<file path="config.mk">
export PLATFORM = sky130hd
export DESIGN_NAME = mem_burst_arbiter
export DESIGN_NICKNAME = d
export VERILOG_FILES = /design/src/rtl/mem_pkg.sv /design/src/rtl/rr_picker.sv /design/src/rtl/mem_burst_arbiter.sv
export SDC_FILE = /design/constraint.sdc
export NUM_CORES = 1
export LEC_CHECK = 0
export ABC_AREA = 1
export CELL_PAD_IN_SITES_DETAIL_PLACEMENT = 1
export CELL_PAD_IN_SITES_GLOBAL_PLACEMENT = 1
export CORE_UTILIZATION = 25
export DETAILED_ROUTE_END_ITERATION = 10
export PLACE_DENSITY = 0.9
export SYNTH_ARGS = -nofsm -noshare
export SYNTH_HDL_FRONTEND = slang
export SYNTH_SLANG_ARGS = --single-unit
</file>
<file path="constraint.sdc">
create_clock -name MEM_CLK -period 4 [get_ports MEM_CLK]
set_clock_uncertainty 0.15 [all_clocks]
set_input_delay 0.4 -clock MEM_CLK [delete_from_list [all_inputs] [get_ports MEM_CLK]]
set_output_delay 0.4 -clock MEM_CLK [all_outputs]
set_load 0.01 [all_outputs]
</file>
<file path="src/rtl/mem_pkg.sv">
// Shared types and constants for the memory burst arbiter.
// Holds the FSM state encoding and the byte-offset width of a 32-bit word address.
package mem_pkg;

  typedef enum logic [1:0] {
    IDLE  = 2'd0,
    READ  = 2'd1,
    WRITE = 2'd2,
    DONE  = 2'd3
  } arb_state_t;

  // Byte address bits below a 32-bit word.
  localparam int BYTE_OFF_BITS = 2;

  // Word address of the start of the line containing byte address a.
  function automatic logic [31:0] line_word_addr(input logic [31:0] a, input int line_bits);
    logic [31:0] mask;
    mask = ~((32'd1 << line_bits) - 32'd1);
    return (a & mask) >> BYTE_OFF_BITS;
  endfunction

endpackage

</file>
<file path="src/rtl/rr_picker.sv">
// Round-robin picker: grants the first requester strictly after `last`, wrapping at N.
// Purely combinational, zero latency; no flow control of its own.
module rr_picker #(
  parameter int N  = 2,
  parameter int IW = 1
) (
  input  logic [N-1:0]  req,
  input  logic [IW-1:0] last,
  output logic [N-1:0]  gnt,
  output logic [IW-1:0] idx
);

  logic [IW:0] pos;
  logic        found;

  always_comb begin
    gnt   = '0;
    idx   = '0;
    found = 1'b0;
    pos   = '0;
    for (int k = 1; k <= N; k++) begin
      pos = {1'b0, last} + (IW+1)'(k);
      if (pos >= (IW+1)'(N)) pos = pos - (IW+1)'(N);
      if (!found && req[pos[IW-1:0]]) begin
        found             = 1'b1;
        gnt[pos[IW-1:0]]  = 1'b1;
        idx               = pos[IW-1:0];
      end
    end
  end

endmodule

</file>
<file path="src/rtl/mem_burst_arbiter.sv">
// Round-robin arbiter serialising cache line fills/write-backs onto one memory port; grant one cycle after REQ,
// one word per MM_VALID, BURST_LEN+2 cycles minimum per burst. MEM_ARB_WRITE_PRIORITY_EN puts write-backs ahead of fills.
module mem_burst_arbiter
  import mem_pkg::*;
#(
  parameter  int NUM_PORTS = 2,
  parameter  int WORD_SIZE = 32,
  parameter  int BURST_LEN = 8,
  localparam int PW        = $clog2(NUM_PORTS),
  localparam int IW        = $clog2(BURST_LEN)
) (
  input  logic                           MEM_CLK,
  input  logic                           RST_N,
  input  logic [NUM_PORTS-1:0]           REQ,
  input  logic [NUM_PORTS-1:0]           REQ_WE,
  input  logic [NUM_PORTS*32-1:0]        REQ_ADDR,
  input  logic [NUM_PORTS*WORD_SIZE-1:0] REQ_WDATA,
  output logic [NUM_PORTS-1:0]           GNT,
  output logic [NUM_PORTS-1:0]           RVALID,
  output logic [NUM_PORTS-1:0]           WNEXT,
  output logic [NUM_PORTS-1:0]           DONE,
  output logic [WORD_SIZE-1:0]           RDATA,
  output logic [IW-1:0]                  WORD_IDX,
  output logic                           BUSY,
  output logic                           MM_RE,
  output logic                           MM_WE,
  output logic [31:0]                    MM_ADDR,
  output logic [WORD_SIZE-1:0]           MM_DIN,
  input  logic [WORD_SIZE-1:0]           MM_DOUT,
  input  logic                           MM_VALID
);

  localparam int LINE_BITS = IW + BYTE_OFF_BITS;

  logic [31:0]          addr_arr  [NUM_PORTS];
  logic [WORD_SIZE-1:0] wdata_arr [NUM_PORTS];

  for (genvar i = 0; i < NUM_PORTS; i++) begin : g_unpack
    assign addr_arr[i]  = REQ_ADDR[i*32 +: 32];
    assign wdata_arr[i] = REQ_WDATA[i*WORD_SIZE +: WORD_SIZE];
  end

  arb_state_t           state_q, state_d;
  logic [NUM_PORTS-1:0] gnt_q, gnt_d;
  logic [NUM_PORTS-1:0] done_q, done_d;
  logic                 busy_q, busy_d;
  logic                 mm_re_q, mm_re_d;
  logic                 mm_we_q, mm_we_d;
  logic [IW-1:0]        idx_q, idx_d;
  logic [PW-1:0]        win_q, win_d;
  logic [PW-1:0]        last_q, last_d;
  logic [31:0]          mm_addr_q, mm_addr_d;
  logic [WORD_SIZE-1:0] rdata_q, rdata_d;

  logic [NUM_PORTS-1:0] arb_req;
  logic [NUM_PORTS-1:0] pick_gnt;
  logic [PW-1:0]        pick_idx;
  logic                 rd_beat;
  logic                 wr_beat;
  logic                 last_word;

  always_comb begin
    arb_req = REQ;
`ifdef MEM_ARB_WRITE_PRIORITY_EN
    if (|(REQ & REQ_WE)) arb_req = REQ & REQ_WE;
`endif
  end

  rr_picker #(
    .N  (NUM_PORTS),
    .IW (PW)
  ) u_rr_picker (
    .req  (arb_req),
    .last (last_q),
    .gnt  (pick_gnt),
    .idx  (pick_idx)
  );

  assign rd_beat   = (state_q == READ)  && MM_VALID;
  assign wr_beat   = (state_q == WRITE) && MM_VALID;
  assign last_word = (idx_q == IW'(BURST_LEN - 1));

  always_comb begin
    state_d   = state_q;
    gnt_d     = gnt_q;
    done_d    = '0;
    busy_d    = busy_q;
    mm_re_d   = mm_re_q;
    mm_we_d   = mm_we_q;
    idx_d     = idx_q;
    win_d     = win_q;
    last_d    = last_q;
    mm_addr_d = mm_addr_q;
    rdata_d   = rd_beat ? MM_DOUT : rdata_q;

    // The DONE port shadows the imported literal, so the state is scoped explicitly.
    case (state_q)
      IDLE: begin
        if (|REQ) begin
          state_d   = REQ_WE[pick_idx] ? WRITE : READ;
          gnt_d     = pick_gnt;
          busy_d    = 1'b1;
          mm_re_d   = !REQ_WE[pick_idx];
          mm_we_d   = REQ_WE[pick_idx];
          idx_d     = '0;
          win_d     = pick_idx;
          mm_addr_d = line_word_addr(addr_arr[pick_idx], LINE_BITS);
        end
      end
      READ, WRITE: begin
        if (MM_VALID) begin
          idx_d = idx_q + IW'(1);
          if (last_word) begin
            state_d = mem_pkg::DONE;
            mm_re_d = 1'b0;
            mm_we_d = 1'b0;
            done_d  = gnt_q;
          end
        end
      end
      mem_pkg::DONE: begin
        state_d = IDLE;
        gnt_d   = '0;
        busy_d  = 1'b0;
        last_d  = win_q;
      end
      default: state_d = IDLE;
    endcase
  end

  always_ff @(posedge MEM_CLK or negedge RST_N) begin
    if (!RST_N) begin
      state_q   <= IDLE;
      gnt_q     <= '0;
      done_q    <= '0;
      busy_q    <= 1'b0;
      mm_re_q   <= 1'b0;
      mm_we_q   <= 1'b0;
      idx_q     <= '0;
      win_q     <= '0;
      last_q    <= PW'(NUM_PORTS - 1);
      mm_addr_q <= '0;
      rdata_q   <= '0;
    end else begin
      state_q   <= state_d;
      gnt_q     <= gnt_d;
      done_q    <= done_d;
      busy_q    <= busy_d;
      mm_re_q   <= mm_re_d;
      mm_we_q   <= mm_we_d;
      idx_q     <= idx_d;
      win_q     <= win_d;
      last_q    <= last_d;
      mm_addr_q <= mm_addr_d;
      rdata_q   <= rdata_d;
    end
  end

  // Word strobes and fill data track MM_VALID in the same cycle.
  assign RVALID   = rd_beat ? gnt_q : '0;
  assign WNEXT    = wr_beat ? gnt_q : '0;
  assign RDATA    = rd_beat ? MM_DOUT : rdata_q;
  assign MM_DIN   = mm_we_q ? wdata_arr[win_q] : '0;
  assign GNT      = gnt_q;
  assign DONE     = done_q;
  assign BUSY     = busy_q;
  assign MM_RE    = mm_re_q;
  assign MM_WE    = mm_we_q;
  assign WORD_IDX = idx_q;
  assign MM_ADDR  = mm_addr_q;

endmodule

</file>
==> results of run 1 <==
-- cell families after synthesis --
family,Yosys count,synth area share
compound gates,42,0.0548
fa+ha+maj,7,0.0228
buf+inv,43,0.0665
flops,73,0.476
mux,32,0.0968
other cells,1,0.000977
simple gates,278,0.282
-- final cells by class --
| cell class | count | area, um2 |
|---|---|---|
| Sequential cell | 73 | 1830 |
| Clock inverter | 4 | 53.8 |
| Multi-Input combinational cell | 364 | 1770 |
| Fill cell | 1740 | 7930 |
| Antenna cell | 1 | 2.50 |
| Timing Repair Buffer | 265 | 2640 |
| Inverter | 15 | 58.8 |
| Clock buffer | 11 | 243 |
| Tap cell | 184 | 230 |
-- report_power, final --
group	leakage (nW)	switching (mW)	internal (mW)
combinational	2.08	1.32	1.43
sequential	0.892	0.202	1.10
clock	0.138	0.309	0.497
-- Yosys cell counts --
cell                       count  share of area
sky130_fd_sc_hd__a21oi_1       1         0.0013
sky130_fd_sc_hd__buf_1         1        0.00098
sky130_fd_sc_hd__buf_2         4         0.0052
sky130_fd_sc_hd__buf_4         7          0.014
sky130_fd_sc_hd__buf_6         8          0.023
sky130_fd_sc_hd__clkbuf_1      8         0.0078
sky130_fd_sc_hd__clkinv_1      1        0.00098
sky130_fd_sc_hd__conb_1        1        0.00098
sky130_fd_sc_hd__dfrtp_1      72           0.47
sky130_fd_sc_hd__dfstp_2       1         0.0068
sky130_fd_sc_hd__ha_1          7          0.023
sky130_fd_sc_hd__inv_1        11          0.011
sky130_fd_sc_hd__inv_2         2         0.0020
sky130_fd_sc_hd__inv_4         1         0.0016
sky130_fd_sc_hd__mux2_2       29          0.085
sky130_fd_sc_hd__mux2_4        3          0.012
sky130_fd_sc_hd__nand2_1     191           0.19
sky130_fd_sc_hd__nand2_2       1         0.0016
sky130_fd_sc_hd__nand2_4       1         0.0029
sky130_fd_sc_hd__nand3_1      10          0.013
sky130_fd_sc_hd__nor2_1       69          0.067
sky130_fd_sc_hd__nor2_2        1         0.0016
sky130_fd_sc_hd__nor2_4        1         0.0029
sky130_fd_sc_hd__nor3_1        3         0.0039
sky130_fd_sc_hd__o21ai_0      39          0.051
sky130_fd_sc_hd__o21ai_1       2         0.0026
sky130_fd_sc_hd__or2_2         1         0.0016
-- path summary, 6_finish.rpt --
path / start / end / slack (ns) / cells after the start
worst max-delay path: win_q$_DFFE_PN0P_ / MM_DIN[29] / 0.99 / 6
worst min-delay path: RST_N / MM_ADDR[15]$_DFFE_PN0P_ / 0.06 / 1
worst max register to register: last_q$_DFFE_PN1P_ / MM_ADDR[4]$_DFFE_PN0P_ / 2.01 / 7
worst min register to register: MM_ADDR[19]$_DFFE_PN0P_ / MM_ADDR[19]$_DFFE_PN0P_ / 0.33 / 2
max in group asynchronous: RST_N / WORD_IDX[0]$_DFFE_PN0P_ / 3.02 / 1
min in group MEM_CLK: MM_ADDR[19]$_DFFE_PN0P_ / MM_ADDR[19]$_DFFE_PN0P_ / 0.33 / 2
-- critical path: stages, from the launching register on --
cell and delay (ns):
sky130_fd_sc_hd__dfrtp_1 0.32, sky130_fd_sc_hd__buf_4 0.28, sky130_fd_sc_hd__clkinv_1 0.43, sky130_fd_sc_hd__buf_4 0.36
sky130_fd_sc_hd__nor2_1 0.17, sky130_fd_sc_hd__nor2_1 0.07, sky130_fd_sc_hd__clkdlybuf4s50_1 0.48
-- state kept, by name, indices dropped and copies added, names as in the netlist --
name	count
MM_ADDR	27
win_q	1
BUSY	1
GNT	2
rdata_q	32
last_q	1
MM_WE	1
MM_RE	1
state_q	2
DONE	2
WORD_IDX	3
-- layer usage --
layer | vias to the layer above | global-route usage
met5 | - | 0
met4 | 2 | 0.0744
met3 | 24 | 0.0646
met2 | 176 | 0.358
met1 | 1923 | 0.184
li1 | 1985 | -
-- through the flow --
| step | hold slack, ns | worst slack, ns | std cells |
|---|---|---|---|
| global placement | 0.312 | 1.23 | 901 |
| global route | 0.149 | 0.828 | 916 |
| finish | 0.0621 | 0.993 | 917 |
| floorplan | -0.0456 | 2.17 | 480 |
| detailed placement | 0.314 | 1.20 | 901 |
| CTS | 0.104 | 0.953 | 916 |
==> results.rst, run 1 <==
.. list-table::
   :header-rows: 1

   * - Metric
     - Value
   * - Total power
     - 4.86 mW
   * - Max-slew violations
     - 0
   * - Most used cells in the layout excluding fill and tap cells
     - sky130_fd_sc_hd__clkdlybuf4s50_1 (260), sky130_fd_sc_hd__nand2_1 (191), sky130_fd_sc_hd__dfrtp_1 (72)
   * - Net count of the finished layout
     - 902
   * - Cell area power density
     - 712 nW/um2
   * - Share of the core filled with cells in the final layout
     - 0.463
   * - Slew at the pin closest to its max-slew limit
     - 0.943 ns
   * - Die area
     - 15900 um2
   * - Critical path fanouts, max
     - 33
   * - Detailed-routed wire length on met3
     - 1.32 mm
   * - Routed via count divided by cell count
     - 4.48
   * - Area of all placed cells without fillers
     - 6830 um2
   * - Clock latency of the later-clocked register in the worst-skew pair
     - 0.33 ns
   * - Placed standard-cell area
     - 6530 um2
   * - H-tree depth reported by CTS
     - 3
   * - Vias in the first global route
     - 4459
   * - Post_cts resized
     - 0
   * - Hold buffers post-CTS
     - 0
   * - Final hold violation count
     - 0
   * - Top-Level Pins
     - 277
   * - CTS sink count
     - 73
   * - Seq/Total Area, Yosys
     - 0.476
   * - Core Footprint
     - 14800 um2
   * - Post-DP HPWL
     - 10.8 mm
   * - Critical Path Sink Type
     - output pin
   * - DRT Wirelength
     - 14.4 mm
   * - Highest routed layer
     - met5
   * - Met1 layer wirelength in the final routing
     - 5.19 mm
   * - Register clock-pin slew on the reported worst setup and hold paths
     - 0.06 ns
   * - Number of buffer cells added on primary ports
     - 261
   * - Drt first pass iters
     - 4
   * - Maximum count of clock buffers along a single path
     - 2
   * - Leading cell type in the layout, fill and taps excluded
     - sky130_fd_sc_hd__clkdlybuf4s50_1
   * - 1st-iter DRT viols
     - 60
   * - Worst vdd ir
     - 0.317 mV
   * - Final-report setup violation count
     - 0
   * - Post-synthesis instance area
     - 3840 um2
   * - Overflow left after global routing
     - 0
   * - Number of buffers inserted during clock tree synthesis
     - 9
   * - FMAX
     - 333 MHz
   * - DRC viols
     - 0
   * - Synthesis Warnings
     - 0
   * - Portion of the clock cycle consumed by the worst path in the final layout
     - 0.752
   * - Post-Route Setup TNS
     - 0 ns
   * - Global-route wire length before repair
     - 23.1 mm
   * - Mean cell area of the mapped netlist
     - 8.06 um2
   * - Buffers inserted during post-CTS setup optimization
     - 0
   * - Rel. slew slack
     - 0.371
   * - Crit path DAT
     - 2.46 ns
   * - Overall global routing resource usage
     - 0.188
   * - CTS tree
     - built
   * - Routed vias
     - 4110
   * - Pin count of the biggest net entering global routing
     - 74
   * - Crit Path Category
     - reg2out
   * - Leakage power
     - 3.11 nW
   * - Min-Delay Path Class
     - in2async
   * - Count of max-cap constraint violations
     - 0
   * - Seq cells post-synth
     - 73
   * - Startpoint kind of the worst setup timing path
     - flop
   * - Post-route minimum period
     - 3.01 ns
   * - Antenna violations before repair
     - 2
   * - Initial core utilization
     - 0.260
   * - Count of different cell masters after synthesis
     - 27
   * - Status
     - completed
   * - Layout area overhead
     - 77.8%
   * - Amount of wire on met2 after detailed routing
     - 7.50 mm
   * - Antenna-violating nets left
     - 0
   * - RSZ-0062 raised after global routing
     - false
   * - Data required time of the critical path
     - 3.45 ns
   * - Share of layout cells above drive strength 1
     - 0.0820
   * - Average wire length per cell after detail routing
     - 15.7 um
   * - Standard-cell row count
     - 44
   * - Cell count after synthesis
     - 476
   * - Die H
     - 126 um
   * - Floorplan die width
     - 126 um
   * - CTS root buf
     - sky130_fd_sc_hd__clkbuf_16
   * - Routability Congestion
     - 0.704
(Power assumes the default switching activity.)
==> inputs of run 2 (changes only) <==
CORE_UTILIZATION = 23   (was 25)
PLACE_DENSITY = 0.84   (was 0.9)
clock period = 2.8 ns   (was 4 ns; I/O delays follow)
==> run 2 against run 1 <==
Sequential share of layout area down 0.46 points. Global-route usage is 1.9 points lower. Sequential power rose by 39%. Utilization fell by 3.2 points. Count of clock-buffer cells in the layout unchanged. Wire length up 0.56%. Via count down 0.12%. Design area rose by 1.8%. Combinational power rose by 46%. Setup slack got worse by 0.85 ns. Cell count increased by 4.0%.
==> results.rst, run 2 (same netlist as run 1, synthesis figures left out) <==
.. list-table::
   :header-rows: 1

   * - Metric
     - Value
   * - Number of filler cells placed in the layout
     - 1862 (+7.0%)
   * - Post-Route Setup TNS
     - 0 ns (unchanged)
   * - Area of all placed cells without fillers
     - 6950 um2 (+1.8%)
   * - R2R setup slack
     - 0.91 ns (-1.10 ns)
   * - Rel. slew slack
     - 0.371 (-0.000858)
   * - Core Footprint
     - 16100 um2 (+9.2%)
   * - 1st-iter DRT viols
     - 68 (+13%)
   * - Net count of the finished layout
     - 906 (+0.44%)
   * - Maximum count of clock buffers along a single path
     - 2 (unchanged)
   * - Most flop-heavy register
     - rdata_q
   * - Vias in the first global route
     - 4400 (-1.3%)
   * - Pin count of the biggest net entering global routing
     - 74 (unchanged)
   * - Crit-path slowest cell
     - sky130_fd_sc_hd__clkdlybuf4s50_1
   * - Max-slew violations
     - 0 (unchanged)
   * - Startpoint kind of the worst setup timing path
     - flop
   * - Routed via count divided by cell count
     - 4.30 (-4.0%)
   * - Average wire length per cell after detail routing
     - 15.1 um (-3.3%)
   * - Number of buffers inserted during clock tree synthesis
     - 9 (unchanged)
   * - Die H
     - 131 um (+4.2%)
   * - Overall global routing resource usage
     - 0.168 (-0.0194)
   * - Crit Path Category
     - reg2out
   * - Number of cells on the worst hold path
     - 2
   * - Critical Path Sink Type
     - output pin
   * - Status
     - completed
   * - Crit path DAT
     - 2.22 ns (-0.24 ns)
   * - Post-placement worst setup slack
     - 0.240 ns (-0.963 ns)
   * - Placed standard-cell area
     - 6580 um2 (+0.84%)
   * - Register clock-pin slew on the reported worst setup and hold paths
     - 0.06 ns (about the same)
   * - Worst path setup slack after routing
     - 0.148 ns (-0.845 ns)
   * - Maximum single-stage delay on the critical path
     - 0.49 ns (about the same)
   * - Most used cells in the layout excluding fill and tap cells
     - sky130_fd_sc_hd__clkdlybuf4s50_1 (260), sky130_fd_sc_hd__nand2_1 (191), sky130_fd_sc_hd__dfrtp_1 (72)
   * - H-tree depth reported by CTS
     - 3 (unchanged)
   * - DRT Wirelength
     - 14.5 mm (+0.56%)
   * - Reg-to-reg critical path endpoint
     - GNT[0]$_DFFE_PN0P_
   * - Flip-flop count of the largest register, all copies and words added
     - 32 (unchanged)
   * - CTS root buf
     - sky130_fd_sc_hd__clkbuf_16
   * - Worst vdd ir
     - 0.400 mV (+26%)
   * - Top-Level Pins
     - 277 (unchanged)
   * - Data required time of the critical path
     - 2.37 ns (-1.08 ns)
   * - Min-Delay Path Class
     - reg2reg
   * - Overflow left after global routing
     - 0 (unchanged)
   * - Drt first pass iters
     - 4 (unchanged)
   * - FMAX
     - 377 MHz
   * - Die area
     - 17200 um2 (+8.6%)
   * - Hold Crit Start
     - MM_ADDR[16]$_DFFE_PN0P_
   * - Number of buffer cells added on primary ports
     - 261 (unchanged)
   * - Portion of the clock cycle consumed by the worst path in the final layout
     - 0.947
   * - Antenna-violating nets left
     - 0 (unchanged)
   * - Global-route wire length before repair
     - 23.1 mm (-0.21%)
   * - Post-DP HPWL
     - 10.9 mm (+0.48%)
   * - DRC viols
     - 0 (unchanged)
   * - Final-report setup violation count
     - 0 (unchanged)
   * - Layout area overhead
     - 81.0%
   * - Post-route minimum period
     - 2.65 ns
   * - Routability Congestion
     - 0.724 (+2.8%)
   * - Hold worst-path end
     - MM_ADDR[16]$_DFFE_PN0P_
   * - Launching point of the worst reg2reg path
     - state_q[0]$_DFFE_PN0P_
   * - Slew at the pin closest to its max-slew limit
     - 0.944 ns (+0.00129 ns)
   * - Share of the core filled with cells in the final layout
     - 0.431 (-0.0316)
   * - Standard-cell row count
     - 46 (+4.5%)
   * - CTS sink count
     - 73 (unchanged)
   * - Critical path fanouts, max
     - 17 (-48%)
   * - CTS tree
     - built
   * - RSZ-0062 raised after global routing
     - false
   * - Clock latency of the later-clocked register in the worst-skew pair
     - 0.33 ns (about the same)
   * - Cell chain of the critical path
     - inv_1 -> ha_2 -> nand2_4 -> mux2_4 -> clkdlybuf4s50_1
   * - Area taken by flip-flops and latches
     - 1830 um2 (unchanged)
   * - Leakage power
     - 3.15 nW (+1.2%)
   * - Multi-input combinational cell area
     - 1790 um2 (+1.3%)
   * - Cell area power density
     - 1020 nW/um2 (+43%)
   * - Floorplan die width
     - 131 um (+4.2%)
   * - Leading cell type in the layout, fill and taps excluded
     - sky130_fd_sc_hd__clkdlybuf4s50_1
   * - Antenna violations before repair
     - 1 (-1)
   * - Count of max-cap constraint violations
     - 0 (unchanged)
   * - Routed vias
     - 4105 (-0.12%)
   * - Share of layout cells above drive strength 1
     - 0.0882 (+0.00623)
   * - Depth of the most critical reg-to-reg path
     - 7 (unchanged)
   * - Final hold violation count
     - 0 (unchanged)
   * - Initial core utilization
     - 0.238 (-0.0220)
[run 2: worst max-delay path by stage]
stage | end | from | cells after the start | slack, ns
6_report | RDATA[20] | state_q[1]$_DFFE_PN0P_ | 5 | 0.15
4_1_cts | RDATA[0] | state_q[1]$_DFFE_PN0P_ | 5 | 0.09
3_3_place_gp | RDATA[14] | MM_VALID | 4 | 0.27
3_5_place_dp | RDATA[0] | MM_VALID | 4 | 0.24
5_1_grt | RDATA[8] | state_q[1]$_DFFE_PN0P_ | 5 | 0.02
2_1_floorplan | RDATA[13] | state_q[1]$_DFFE_PN0P_ | 5 | 1.09
[run 2: metrics by stage]
stage | std cells | hold slack [ns] | power, mW
floorplan | 480 | -0.166 | 3.71
global placement | 935 | 0.312 | 5.72
detailed placement | 935 | 0.322 | 5.85
CTS | 952 | 0.336 | 7.18
global route | 953 | 0.360 | 7.61
finish | 954 | 0.329 | 7.09
[run 2: layout make-up]
type,count,share of cell area
clock inverters,5,0.0124
flip-flops and latches,73,0.263
well taps,216,0.0389
diodes,1,0.000360
clock buffers,11,0.0349
repair buffers,268,0.384
multi-input cells,365,0.258
inverters,15,0.00847
[run 2: what timing repair did]
action / CTS / global route
resized for setup: 1 / 1
setup buffers: 0 / 0
hold buffers: 1 / 0
setup endpoints to repair: 7 / 16
pin swaps: 0 / 1
hold endpoints to repair: 27 / 0
gates cloned: 0 / 1
[run 2: power by group]
part           internal [mW]  switching, mW  leakage, nW
Combinational           2.07           1.94         2.10
Clock                  0.813          0.462        0.161
Sequential              1.57          0.239        0.892
Total                   4.45           2.64         3.15
[run 2: critical path: cells and delay by family, from the launching register on]
family / cells / cell delay [ns]
buffers and inverters: 2 / 0.61
multiplexers: 1 / 0.37
flip-flops: 1 / 0.43
adder cells (fa/ha/maj): 1 / 0.29
AND/OR/NAND/NOR: 1 / 0.20
[run 2: layer usage]
metal,track usage,vias to the layer above,wire [um]
li1,-,1992,-
met1,0.177,1915,5640
met3,0.0671,18,1370
met4,0.0516,2,235
met2,0.304,178,7190
met5,0,-,13
==> inputs of run 3 (changes only) <==
PLACE_DENSITY = unset   (was 0.84)
PLACE_DENSITY_LB_ADDON = 0.1   (was unset)
==> run 3 against run 2 <==
Sequential share of layout area about the same. Critical path type unchanged. Setup slack got worse by 0.034 ns. Critical path depth stayed put. First-iteration DRC count grew 12%. Cell count fell by 0.31%. Design area is 0.13% lower. Power down 0.26%. Via count is 2.0% lower. Count of clock-buffer cells in the layout decreased by 1. Register-to-register slack gained 0.10 ns.
==> results.rst, run 3 (same netlist as run 1, synthesis figures left out) <==
.. list-table::
   :header-rows: 1

   * - Metric
     - Value
   * - Overflow left after global routing
     - 0 (unchanged)
   * - Share of the core filled with cells in the final layout
     - 0.431 (-0.000544)
   * - Flip-flop count of the largest register, all copies and words added
     - 32 (unchanged)
   * - CTS sink count
     - 73 (unchanged)
   * - Cells after DPL
     - 934 (-0.11%)
   * - Slew at the pin closest to its max-slew limit
     - 0.942 ns (-0.00245 ns)
   * - Switching Fraction
     - 0.364 (-0.00831)
   * - Antenna diodes
     - 0 (-1)
   * - FMAX
     - 372 MHz (-1.3%)
   * - Maximum single-stage delay on the critical path
     - 0.52 ns (+0.03 ns)
   * - Drt first pass iters
     - 4 (unchanged)
   * - Leakage power
     - 3.14 nW (-0.29%)
   * - Final-report setup violation count
     - 0 (unchanged)
   * - Vias in the first global route
     - 4291 (-2.5%)
   * - Post-route minimum period
     - 2.69 ns (+0.0344 ns)
   * - CTS tree
     - built
   * - Cell area power density
     - 1020 nW/um2 (-0.14%)
   * - Number of filler cells placed in the layout
     - 1874 (+0.64%)
   * - Layout area overhead
     - 80.7%
   * - Min-Delay Path Class
     - reg2reg
   * - Layer with the highest usage after global routing
     - met2
   * - Power share of the clock group
     - 0.190 (+0.010)
   * - Crit Path Category
     - reg2out
   * - Net count of the finished layout
     - 904 (-0.22%)
   * - Count of max-cap constraint violations
     - 0 (unchanged)
   * - RSZ-0062 raised after global routing
     - false
   * - Final hold violation count
     - 0 (unchanged)
   * - Number of buffers inserted during clock tree synthesis
     - 9 (unchanged)
   * - Met2 global-route usage
     - 0.295 (-0.00916)
   * - Number of buffer cells added on primary ports
     - 261 (unchanged)
   * - Maximum count of clock buffers along a single path
     - 2 (unchanged)
   * - Rel. slew slack
     - 0.372 (+0.00164)
   * - Floorplan die width
     - 131 um (unchanged)
   * - Die H
     - 131 um (unchanged)
   * - Worst vdd ir
     - 0.353 mV (-12%)
   * - Crit path DAT
     - 2.26 ns (+0.04 ns)
   * - DRT Wirelength
     - 13.7 mm (-4.9%)
   * - Post-placement worst setup slack
     - 0.230 ns (-0.00939 ns)
   * - Max-slew violations
     - 0 (unchanged)
   * - Global-route wire length before repair
     - 22.4 mm (-2.9%)
   * - Most flop-heavy register
     - rdata_q
   * - 1st-iter DRT viols
     - 76 (+12%)
   * - DRC viols
     - 0 (unchanged)
   * - Overall global routing resource usage
     - 0.165 (-0.00331)
   * - Routed via count divided by cell count
     - 4.23 (-1.7%)
   * - Core Footprint
     - 16100 um2 (unchanged)
   * - Data required time of the critical path
     - 2.37 ns (about the same)
   * - Met1 track utilization from global routing
     - 0.184 (+0.00662)
   * - Average wire length per cell after detail routing
     - 14.4 um (-4.6%)
   * - Top-Level Pins
     - 277 (unchanged)
   * - Standard-cell row count
     - 46 (unchanged)
   * - Reg power frac
     - 0.253 (-0.002)
   * - Global routing met3 resource utilization
     - 0.0478 (-0.0193)
   * - Placed standard-cell area
     - 6580 um2 (-0.11%)
   * - Routed vias
     - 4022 (-2.0%)
   * - Most used cells in the layout excluding fill and tap cells
     - sky130_fd_sc_hd__clkdlybuf4s50_1 (260), sky130_fd_sc_hd__nand2_1 (191), sky130_fd_sc_hd__dfrtp_1 (72)
   * - Routability Congestion
     - 0.846 (+17%)
   * - Initial core utilization
     - 0.238 (unchanged)
   * - Worst path setup slack after routing
     - 0.114 ns (-0.0344 ns)
   * - Cell chain of the critical path
     - inv_1 -> ha_1 -> nand2_8 -> mux2_2 -> clkdlybuf4s50_1
   * - Critical path fanouts, max
     - 34 (+17)
   * - H-tree depth reported by CTS
     - 3 (unchanged)
   * - Number of standard cells in the layout, taps in and fillers out
     - 951 (-0.31%)
   * - Post-Route Setup TNS
     - 0 ns (unchanged)
   * - Crit-path slowest cell
     - sky130_fd_sc_hd__clkdlybuf4s50_1
   * - Leading cell type in the layout, fill and taps excluded
     - sky130_fd_sc_hd__clkdlybuf4s50_1
   * - Comb pwr share
     - 0.557 (-0.008)
   * - Antenna violations before repair
     - 0 (-1)
   * - Share of layout cells above drive strength 1
     - 0.0844 (-0.00384)
   * - Pin count of the biggest net entering global routing
     - 74 (unchanged)
   * - Startpoint kind of the worst setup timing path
     - flop
   * - Net switching component of the power
     - 2.58 mW (-2.5%)
   * - Status
     - completed
   * - Register clock-pin slew on the reported worst setup and hold paths
     - 0.06 ns (about the same)
   * - Antenna-violating nets left
     - 0 (unchanged)
   * - Die area
     - 17200 um2 (unchanged)
   * - Area of all placed cells without fillers
     - 6940 um2 (-0.13%)
   * - Internal power of the cells
     - 4.50 mW (+1.1%)
   * - Post-DP HPWL
     - 10.7 mm (-1.7%)
   * - Clock latency of the later-clocked register in the worst-skew pair
     - 0.33 ns (about the same)
   * - Portion of the clock cycle consumed by the worst path in the final layout
     - 0.959 (+0.0123)
   * - CTS root buf
     - sky130_fd_sc_hd__clkbuf_16
   * - Critical Path Sink Type
     - output pin
## run 3: routing by layer
metal,vias up,part of all wire
met5,-,0
met4,0,0.016
met3,13,0.078
met2,164,0.50
met1,1858,0.40
li1,1987,-
## run 3: power groups by stage
stage / clock network (mW) / registers, mW / logic, mW
2_1_floorplan: 0 / 1.88 / 1.83
3_3_place_gp: 0 / 1.79 / 3.92
3_5_place_dp: 0 / 1.81 / 4.00
4_1_cts: 1.38 / 1.80 / 4.02
5_1_grt: 1.42 / 1.86 / 4.33
6_report: 1.34 / 1.79 / 3.94
## run 3: worst paths after layout
check | from | end | slack [ns] | cells past startpoint
setup / recovery | state_q[1]$_DFFE_PN0P_ | RDATA[1] | 0.11 | 5
hold / removal | MM_ADDR[16]$_DFFE_PN0P_ | MM_ADDR[16]$_DFFE_PN0P_ | 0.33 | 2
setup reg to reg | state_q[0]$_DFFE_PN0P_ | GNT[0]$_DFFE_PN0P_ | 1.01 | 7
hold reg to reg | MM_ADDR[16]$_DFFE_PN0P_ | MM_ADDR[16]$_DFFE_PN0P_ | 0.33 | 2
max in group asynchronous | RST_N | MM_ADDR[10]$_DFFE_PN0P_ | 1.40 | 2
min in group asynchronous | RST_N | rdata_q[24]$_DFF_PN0_ | 0.49 | 2
## run 3: timing repair
action                                  in CTS  in global routing
setup buffers                                0                  0
gates resized for setup                      1                  0
endpoints found under the setup margin      19                  0
hold endpoints to repair                    55                  0
hold buffers                                 1                  0
## run 3: per-stage QoR
step | hold WS (ns) | power [mW]
after detailed placement | 0.318 | 5.82
after global routing | 0.354 | 7.61
after CTS | 0.334 | 7.21
after global placement | 0.311 | 5.70
final | 0.328 | 7.07
after floorplan | -0.166 | 3.71
## run 3: critical path, delay by kind of cell (launching register included)
kind                       cells  cell delay [ns]
adders and majority gates      1             0.25
buffers and inverters          2             0.61
DFF                            1             0.41
muxes                          1             0.38
and+or+nand+nor                1             0.26
## run 3: final cells by class
cell class                 instances  area, um2  share of cell area
sequential                        73       1830               0.263
tap                              216        270              0.0390
multi-input combinational        364       1780               0.256
timing repair buffer             267       2660               0.383
inverter                          15       58.8             0.00848
clock buffer                      10        229              0.0330
clock inverter                     6        115              0.0166
